===== config.mk =====
export PLATFORM = sky130hd
export DESIGN_NAME = flash_miso_mux_n
export DESIGN_NICKNAME = d
export VERILOG_FILES = /design/src/rtl/flash_mux_pkg.sv /design/src/rtl/flash_sel_lock.sv /design/src/rtl/flash_miso_mux_n.sv
export SDC_FILE = /design/constraint.sdc
export NUM_CORES = 1
export LEC_CHECK = 0
export CORE_AREA = 2 2 39 41
export DETAILED_ROUTE_END_ITERATION = 8
export DIE_AREA = 0 0 41 43
export PLACE_DENSITY = 0.4
export SYNTH_ARGS = -nofsm -noshare
export SYNTH_HDL_FRONTEND = slang
export SYNTH_SLANG_ARGS = --single-unit

===== constraint.sdc =====
create_clock -name clk -period 1.3 [get_ports clk]
set_input_delay 0.13 -clock clk [delete_from_list [all_inputs] [get_ports clk]]
set_output_delay 0.13 -clock clk [all_outputs]
set_load 0.1 [all_outputs]

===== src/rtl/flash_mux_pkg.sv =====
// rtl/flash_mux_pkg.sv - shared state type, idle level and select-width helper for the flash MISO mux
package flash_mux_pkg;

   typedef enum logic [0:0] {
      ST_IDLE   = 1'b0,
      ST_ACTIVE = 1'b1
   } flash_state_e;

   // Level a floating MISO line settles to through the board pull-up.
   localparam logic FLASH_IDLE_LEVEL = 1'b1;

   function automatic int sel_width(input int num_flash);
      return (num_flash <= 2) ? 1 : $clog2(num_flash);
   endfunction

endpackage


===== src/rtl/flash_sel_lock.sv =====
// rtl/flash_sel_lock.sv - per-transaction select lock: FSM, lock register, range check and sticky sel_err
module flash_sel_lock
   import flash_mux_pkg::*;
#(
   parameter int NUM_FLASH = 2,
   parameter int SEL_W     = sel_width(NUM_FLASH)
) (
   input  logic             clk,
   input  logic             rst_n,
   input  logic             h_cs_n,
   input  logic [SEL_W-1:0] flash_select,
   input  logic             err_clr,
   output logic [SEL_W-1:0] lock_sel,
   output logic             lock_valid,
   output logic             busy,
   output logic             sel_err
);

   localparam logic [SEL_W:0] NUM_FLASH_V = (SEL_W + 1)'(NUM_FLASH);

   flash_state_e     state_q, state_d;
   logic [SEL_W-1:0] lock_q, lock_d;
   logic             valid_q, valid_d;
   logic             armed_q, armed_d;
   logic             err_q, err_d;
   logic             sel_in_range;
   logic             start;
   logic             mismatch;
   logic             err_set;

   assign sel_in_range = ({1'b0, flash_select} < NUM_FLASH_V);

   // A chip select still low when reset releases belongs to the aborted
   // transaction; a high sample must be seen before the next lock.
   assign start    = (state_q == ST_IDLE) && armed_q && !h_cs_n;
   assign mismatch = (state_q == ST_ACTIVE) && (flash_select != lock_q);
   assign err_set  = (start && !sel_in_range) || mismatch;

   always_comb begin
      state_d = state_q;
      lock_d  = lock_q;
      valid_d = valid_q;
      armed_d = armed_q | h_cs_n;
      case (state_q)
         ST_IDLE: begin
            if (start) begin
               state_d = ST_ACTIVE;
               lock_d  = flash_select;
               valid_d = sel_in_range;
            end
         end
         ST_ACTIVE: begin
            if (h_cs_n) begin
               state_d = ST_IDLE;
            end
         end
         default: state_d = ST_IDLE;
      endcase
      err_d = err_set ? 1'b1 : (err_clr ? 1'b0 : err_q);
   end

   always_ff @(posedge clk or negedge rst_n) begin
      if (!rst_n) begin
         state_q <= ST_IDLE;
         lock_q  <= '0;
         valid_q <= 1'b0;
         armed_q <= 1'b0;
         err_q   <= 1'b0;
      end else begin
         state_q <= state_d;
         lock_q  <= lock_d;
         valid_q <= valid_d;
         armed_q <= armed_d;
         err_q   <= err_d;
      end
   end

   assign lock_sel   = lock_q;
   assign lock_valid = valid_q;
   assign busy       = (state_q == ST_ACTIVE);
   assign sel_err    = err_q;

endmodule


===== src/rtl/flash_miso_mux_n.sv =====
// rtl/flash_miso_mux_n.sv - host MISO lane mux over NUM_FLASH flashes
// FLASH_MUX_PIPE_EN adds an output register on h_miso.
module flash_miso_mux_n
   import flash_mux_pkg::*;
#(
   parameter int NUM_FLASH = 2,
   parameter int DATA_W    = 1,
   parameter int SEL_W     = sel_width(NUM_FLASH)
) (
   input  logic                        clk,
   input  logic                        rst_n,
   input  logic [NUM_FLASH*DATA_W-1:0] f_miso,
   input  logic                        h_cs_n,
   input  logic [SEL_W-1:0]            flash_select,
   input  logic                        err_clr,
   output logic [DATA_W-1:0]           h_miso,
   output logic [SEL_W-1:0]            active_sel,
   output logic                        busy,
   output logic                        sel_err
);

   localparam logic [DATA_W-1:0] IDLE_WORD = {DATA_W{FLASH_IDLE_LEVEL}};

   logic [SEL_W-1:0]  lock_sel;
   logic              lock_valid;
   logic [DATA_W-1:0] mux_data;

   flash_sel_lock #(
      .NUM_FLASH (NUM_FLASH),
      .SEL_W     (SEL_W)
   ) u_sel_lock (
      .clk          (clk),
      .rst_n        (rst_n),
      .h_cs_n       (h_cs_n),
      .flash_select (flash_select),
      .err_clr      (err_clr),
      .lock_sel     (lock_sel),
      .lock_valid   (lock_valid),
      .busy         (busy),
      .sel_err      (sel_err)
   );

   // An out-of-range lock never matches a lane, so it leaves the idle level.
   always_comb begin
      mux_data = IDLE_WORD;
      if (busy && lock_valid) begin
         for (int i = 0; i < NUM_FLASH; i++) begin
            if (lock_sel == SEL_W'(i)) begin
               mux_data = f_miso[i*DATA_W +: DATA_W];
            end
         end
      end
   end

`ifdef FLASH_MUX_PIPE_EN
   logic [DATA_W-1:0] h_miso_q, h_miso_d;

   assign h_miso_d = mux_data;

   always_ff @(posedge clk or negedge rst_n) begin
      if (!rst_n) begin
         h_miso_q <= IDLE_WORD;
      end else begin
         h_miso_q <= h_miso_d;
      end
   end

   assign h_miso = h_miso_q;
`else
   assign h_miso = mux_data;
`endif

   assign active_sel = lock_sel;

endmodule


==> metrics.csv, run 1 <==
stage,metric,value,unit
place,"worst slack, placed",0.004250,ns
logic_synthesis,most frequent cell after synthesis,dfrtp_1,
routing,Final ANT Viol Nets,0,
logic_synthesis,Yosys reg bits,5,
place,port buffer count,10,
cts,Sink Count,5,
outcome,status,"finished, violations left",
grt,vias in the first global route,226,
cts,worst-skew pair later-pin latency,0.24,ns
sta,setup tns final,-0.01755,ns
place,GPL Wtd Cong,0.5793,
sta,Slew HR,84.95,%
layout,register area,132.6,µm²
critical_path,critical setup path kind,register to primary output,
critical_path,Critical Path Start Type,register,
pwr,Leakage,0.1791,nW
logic_synthesis,dominant synthesized flop cell,dfrtp_1,
logic_synthesis,Mapped Area,210.2,µm²
place,Placement Cell Area,401.6,µm²
layout,fraction of layout cells with a size suffix above 1,56.25,%
pwr,Cell Pwr Density,1411,mW/mm²
cts,TritonCTS clock tree,built,
logic_synthesis,Yosys top cell area share,59.52,%
die,Die W,41,µm
routing,via/cell ratio,3.917,
critical_path,CP Max Fanout,2,
die,Top Ports,11,
grt,gr ovfl total,0,
sta,min Tclk post-route,1.318,ns
sta,unrepaired setup endpoints after global routing,yes,
logic_synthesis,"area leader, netlist",dfrtp_1,
routing,Pre-Repair DR Iteration Count,2,
worst_hold_path,worst hold path type,input port to async pin,
logic_synthesis,Mapped Cells,16,
layout,multi-input logic area,106.4,µm²
sta,Fmax achieved,759.0,MHz
logic_synthesis,Adder-Cell Fraction of Synth Area,0,%
place,Post-DP HPWL,405.1,µm
sta,hold slack,0.1046,ns
die,Die Area,0.001763,mm²
die,Die Ht,43,µm
sta,final max-slew violation count,0,
logic_synthesis,Synth Area in Compound Gates,4.762,%
sta,final cycle utilization of the critical path,101.3,%
logic_synthesis,post-synth cell types,10,
logic_synthesis,Simple-Gate Fraction of Synth Area,17.86,%
layout,final core occ,32.10,%
logic_synthesis,ys async rst share,100.0,%
logic_synthesis,main combinational cell family by area after synthesis,simple AND/OR/NAND/NOR gates,
sta,final worst setup slack,-0.01755,ns
die,Core Area,0.001384,mm²
logic_synthesis,average cell area after synthesis,13.14,µm²
grt,Overall Global Routing Usage,8.990,%
logic_synthesis,Synth Area in XOR/XNOR,4.167,%
cts,CTS buffer count,3,
die,# rows,14,
die,Initial Util,15.19,%
layout,Final #Nets,40,
sta,Worst Skew,0.003250,ns
routing,DRT iter0 DRCs,3,
sta,Finish-stage setup viols,1,
critical_path,Required @ worst endpoint,1.17,ns
pwr,Pwr Total,0.6269,mW
logic_synthesis,Syn Nets,23,
routing,vias,188,
cts,CTS Root Cell,clkbuf_4,
grt,initial antenna violation count,0,
layout,FILL cells,134,
layout,"Design Area, Final",444.2,µm²
outcome,failing checks,setup timing,
layout,"non-filler cells, final",48,
logic_synthesis,mux cell area share after synthesis,11.90,%
layout,Inserted Diodes,0,
logic_synthesis,"Seq/Total Area, Yosys",59.52,%
cts,H-tree depth,1,
critical_path,crit end category,primary output,
critical_path,Worst EP arrival,1.19,ns
layout,area growth from synthesis to layout,111.3,%
routing,DR WL/cell,11.42,µm
routing,drt drc,0,
logic_synthesis,YS warnings,0,
logic_synthesis,Synth top cells by count,"5 x dfrtp_1, 2 x nor2_1, 2 x or2_2",
sta,measured slew at the worst slew-check pin,0.2251,ns
cts,clock buffer depth,2,
sta,Fin. Hold Viols,0,
routing,routed wire length,548,µm
cts,Worst-path clk slew,0.04,ns
job,Max Cap Violations,0,
pwr,Peak VDD IR,0.4772,mV
logic_synthesis,Synth area leaders,"dfrtp_1 60%, mux2_4 7.1%, nor3b_2 6.0%, or2_2 6.0%, a22o_2 4.8%",
place,Placed Instances,43,
logic_synthesis,Post-synth EDFFs,0,
grt,first-pass GRT wire length,917,µm
grt,largest net degree at the start of global routing,6,
[placed cells by master, fill, tap and decap left out, drive strengths merged]
master         Yosys  final
mux2i              1      1
dfrtp              5      5
nor2               2      2
xor2               1      1
mux2               1      1
inv                1      1
nor3b              1      1
clkbuf             0      4
or2                2      2
clkdlybuf4s50      0      6
buf                0      6
a22o               1      1
nand3              1      1
[cells by family after synthesis]
| kind of cell | after synthesis |
|---|---|
| buffers and inverters | 1 |
| flip-flops | 5 |
| multiplexers | 2 |
| XOR/XNOR | 1 |
| AND/OR/NAND/NOR | 6 |
| AO/OA/AOI/OAI | 1 |
[repair_timing]
item                       CTS  global route
pin swaps                    1             1
gates resized for setup      1             0
buffers inserted             1             0
cloned                       0             0
hold buffers                 0             0
setup endpoints to repair    1             1
[cell type report]
type,instances,area share [%]
Timing Repair Buffer,12,34.93
Sequential cell,5,29.86
Multi-Input combinational cell,10,23.94
Clock buffer,4,5.915
Tap cell,16,4.507
Inverter,1,0.8451
[worst paths after layout]
path	start	to	slack [ns]	depth (start not counted)
worst max-delay path	u_sel_lock.lock_sel$_DFFE_PN0P_	h_miso	-0.02	3
worst min-delay path	rst_n	u_sel_lock.sel_err$_DFFE_PN0P_	0.10	1
worst max register to register	u_sel_lock.busy$_DFF_PN0_	u_sel_lock.lock_sel$_DFFE_PN0P_	0.17	2
worst min register to register	u_sel_lock.armed_q$_DFF_PN0_	u_sel_lock.armed_q$_DFF_PN0_	0.52	1
max in group asynchronous	rst_n	u_sel_lock.busy$_DFF_PN0_	0.98	1
min in group clk	err_clr	u_sel_lock.sel_err$_DFFE_PN0P_	0.50	3
[flip-flops by register name, summed over array words and instances, names as in the netlist]
register and flops:
u_sel_lock.lock_valid 1, u_sel_lock.sel_err 1, u_sel_lock.busy 1, u_sel_lock.lock_sel 1, u_sel_lock.armed_q 1
[where the power goes]
| part | switching (mW) | leakage [nW] | total (mW) | internal [mW] |
|---|---|---|---|---|
| Sequential | 0.0133 | 0.0512 | 0.186 | 0.173 |
| Combinational | 0.151 | 0.113 | 0.261 | 0.110 |
| Clock | 0.0641 | 0.0150 | 0.180 | 0.116 |
| Total | 0.228 | 0.179 | 0.627 | 0.399 |
[critical path, cell delays in order (launching register included)]
cell	delay, ns
dfrtp_4	0.49
mux2i_4	0.20
nand3_4	0.08
buf_12	0.17
[layer usage]
metal / routed length, µm / share of wire, % / global-route usage [%]
met5: 0 / 0 / 0
met4: 11 / 2.0 / 6.000
met3: 96 / 18 / 7.853
met2: 243 / 44 / 11.88
met1: 197 / 36 / 8.852
Power figures use the tool's default switching activity.
==> run 2: changes to the inputs <==
- PLACE_DENSITY: 0.4 -> 0.37
==> metrics.csv, run 2 (synthesis gave the netlist of run 1 again) <==
stage,metric,value,unit,change
sta,Fin. Hold Viols,0,,unchanged
routing,Pre-Repair DR Iteration Count,2,,unchanged
cts,# hold bufs at CTS,0,,unchanged
cts,clock buffer depth,2,,unchanged
grt,vias in the first global route,170,,-25%
routing,Final ANT Viol Nets,0,,unchanged
sta,unrepaired setup endpoints after global routing,yes,,
cts,TritonCTS clock tree,built,,
sta,final max-slew violation count,0,,unchanged
grt,initial antenna violation count,0,,unchanged
place,GPL Wtd Cong,0.6485,,+12%
critical_path,r2r worst-path depth,3,,+1
critical_path,Critical R2R Capture,u_sel_lock.sel_err$_DFFE_PN0P_,,
sta,final worst setup slack,-0.01139,ns,+0.006152 ns
place,port buffer count,10,,unchanged
routing,routed wire length,462,µm,-16%
critical_path,Worst R2R Setup Slack,0.18,ns,about the same
pwr,Peak VDD IR,0.5607,mV,+17%
sta,measured slew at the worst slew-check pin,0.2353,ns,+0.01020 ns
routing,via/cell ratio,3.813,,-2.7%
layout,fraction of layout cells with a size suffix above 1,56.25,%,unchanged
critical_path,Worst EP arrival,1.18,ns,about the same
critical_path,critical setup path kind,register to primary output,,
pwr,Cell Pwr Density,1395,mW/mm²,-1.2%
layout,Final #Nets,40,,unchanged
sta,Finish-stage setup viols,1,,unchanged
sta,Fmax achieved,762.5,MHz,+0.47%
sta,min Tclk post-route,1.311,ns,-0.006152 ns
grt,first-pass GRT wire length,759,µm,-17%
die,Top Ports,11,,unchanged
die,Die Ht,43,µm,unchanged
cts,Sink Count,5,,unchanged
grt,largest net degree at the start of global routing,6,,unchanged
layout,"non-filler cells, final",48,,unchanged
place,"worst slack, placed",0.03827,ns,+0.03402 ns
cts,Worst-path clk slew,0.04,ns,about the same
routing,DRT iter0 DRCs,2,,-1
job,Max Cap Violations,0,,unchanged
place,Placed Instances,43,,unchanged
layout,"most common cell after layout, fill and taps aside",clkdlybuf4s50_1,,
sta,final cycle utilization of the critical path,100.9,%,-0.47 points
routing,vias,183,,-2.7%
layout,FILL cells,138,,+3.0%
die,# rows,14,,unchanged
routing,DR WL/cell,9.625,µm,-16%
sta,Worst Skew,0.005045,ns,+0.001796 ns
layout,Inserted Diodes,0,,unchanged
outcome,status,"finished, violations left",,
critical_path,Critical Path Start Type,register,,
outcome,failing checks,setup timing,,
die,Die Area,0.001763,mm²,unchanged
die,Die W,41,µm,unchanged
critical_path,crit end category,primary output,,
grt,gr ovfl total,0,,unchanged
cts,worst-skew pair later-pin latency,0.24,ns,about the same
grt,Overall Global Routing Usage,7.085,%,-1.9 points
pwr,Leakage,0.1791,nW,unchanged
place,Post-DP HPWL,356.6,µm,-12%
layout,most frequent cells in the layout,"6 x clkdlybuf4s50_1, 4 x buf_12, 3 x clkbuf_4, 3 x dfrtp_1",,
die,Initial Util,15.19,%,unchanged
worst_hold_path,worst hold path type,input port to async pin,,
sta,setup tns final,-0.01139,ns,+0.006152 ns
cts,CTS Root Cell,clkbuf_4,,
sta,Slew HR,84.27,%,-0.68 points
routing,drt drc,0,,unchanged
die,Core Area,0.001384,mm²,unchanged
layout,area growth from synthesis to layout,111.3,%,unchanged
critical_path,CP Max Fanout,2,,unchanged
critical_path,reg2reg start,u_sel_lock.lock_sel$_DFFE_PN0P_,,
critical_path,Setup crit start,u_sel_lock.lock_sel$_DFFE_PN0P_,,
cts,CTS buffer count,3,,unchanged
cts,H-tree depth,1,,unchanged
critical_path,Required @ worst endpoint,1.17,ns,about the same
## run 2: layout make-up
cell class	instances	area, µm²	share of cell area, %
inverters	1	3.754	0.8451
well taps	16	20.02	4.507
flip-flops and latches	5	132.6	29.86
clock buffers	4	26.28	5.915
multi-input cells	10	106.4	23.94
repair buffers	12	155.1	34.93
## run 2: repair_timing
item / 4_1_cts / 5_1_grt
endpoints found under the setup margin: 1 / 1
buffers inserted: 1 / 0
gates resized for setup: 0 / 1
## run 2: critical path: stages (launching register included)
cell	delay, ns
dfrtp_4	0.49
mux2i_4	0.20
nand3_4	0.08
buf_12	0.17
## run 2: metrics by stage
step           power (mW)  instance area (µm²)  util, %  hold WS, ns
5_1_grt            0.6535                444.2    32.10       0.1200
3_3_place_gp       0.4347                401.6    29.02       0.3716
4_1_cts            0.6251                435.4    31.46       0.1127
2_1_floorplan      0.3298                234.0        -      -0.1656
6_report           0.6195                444.2    32.10       0.1153
3_5_place_dp       0.4347                401.6    29.02       0.3719
## run 2: worst max-delay path by stage
stage	to	slack, ns	cells after the start
floorplan	h_miso	-0.05	2
global placement	u_sel_lock.lock_sel$_DFFE_PN0P_	0.06	3
detailed placement	u_sel_lock.lock_sel$_DFFE_PN0P_	0.04	3
CTS	h_miso	-0.06	3
global route	h_miso	-0.05	3
finish	h_miso	-0.01	3
## run 2: per-layer routing
metal,track usage [%],part of all wire (%),up-vias
li1,-,-,85
met1,8.911,43,87
met2,7.813,42,11
met3,7.853,15,0
met4,2.000,0,0
met5,0,0,-
## run 2: where the power goes
part | internal (mW) | switching [mW]
clock network | 0.116 | 0.0590
logic | 0.110 | 0.149
registers | 0.173 | 0.0131
total | 0.398 | 0.221
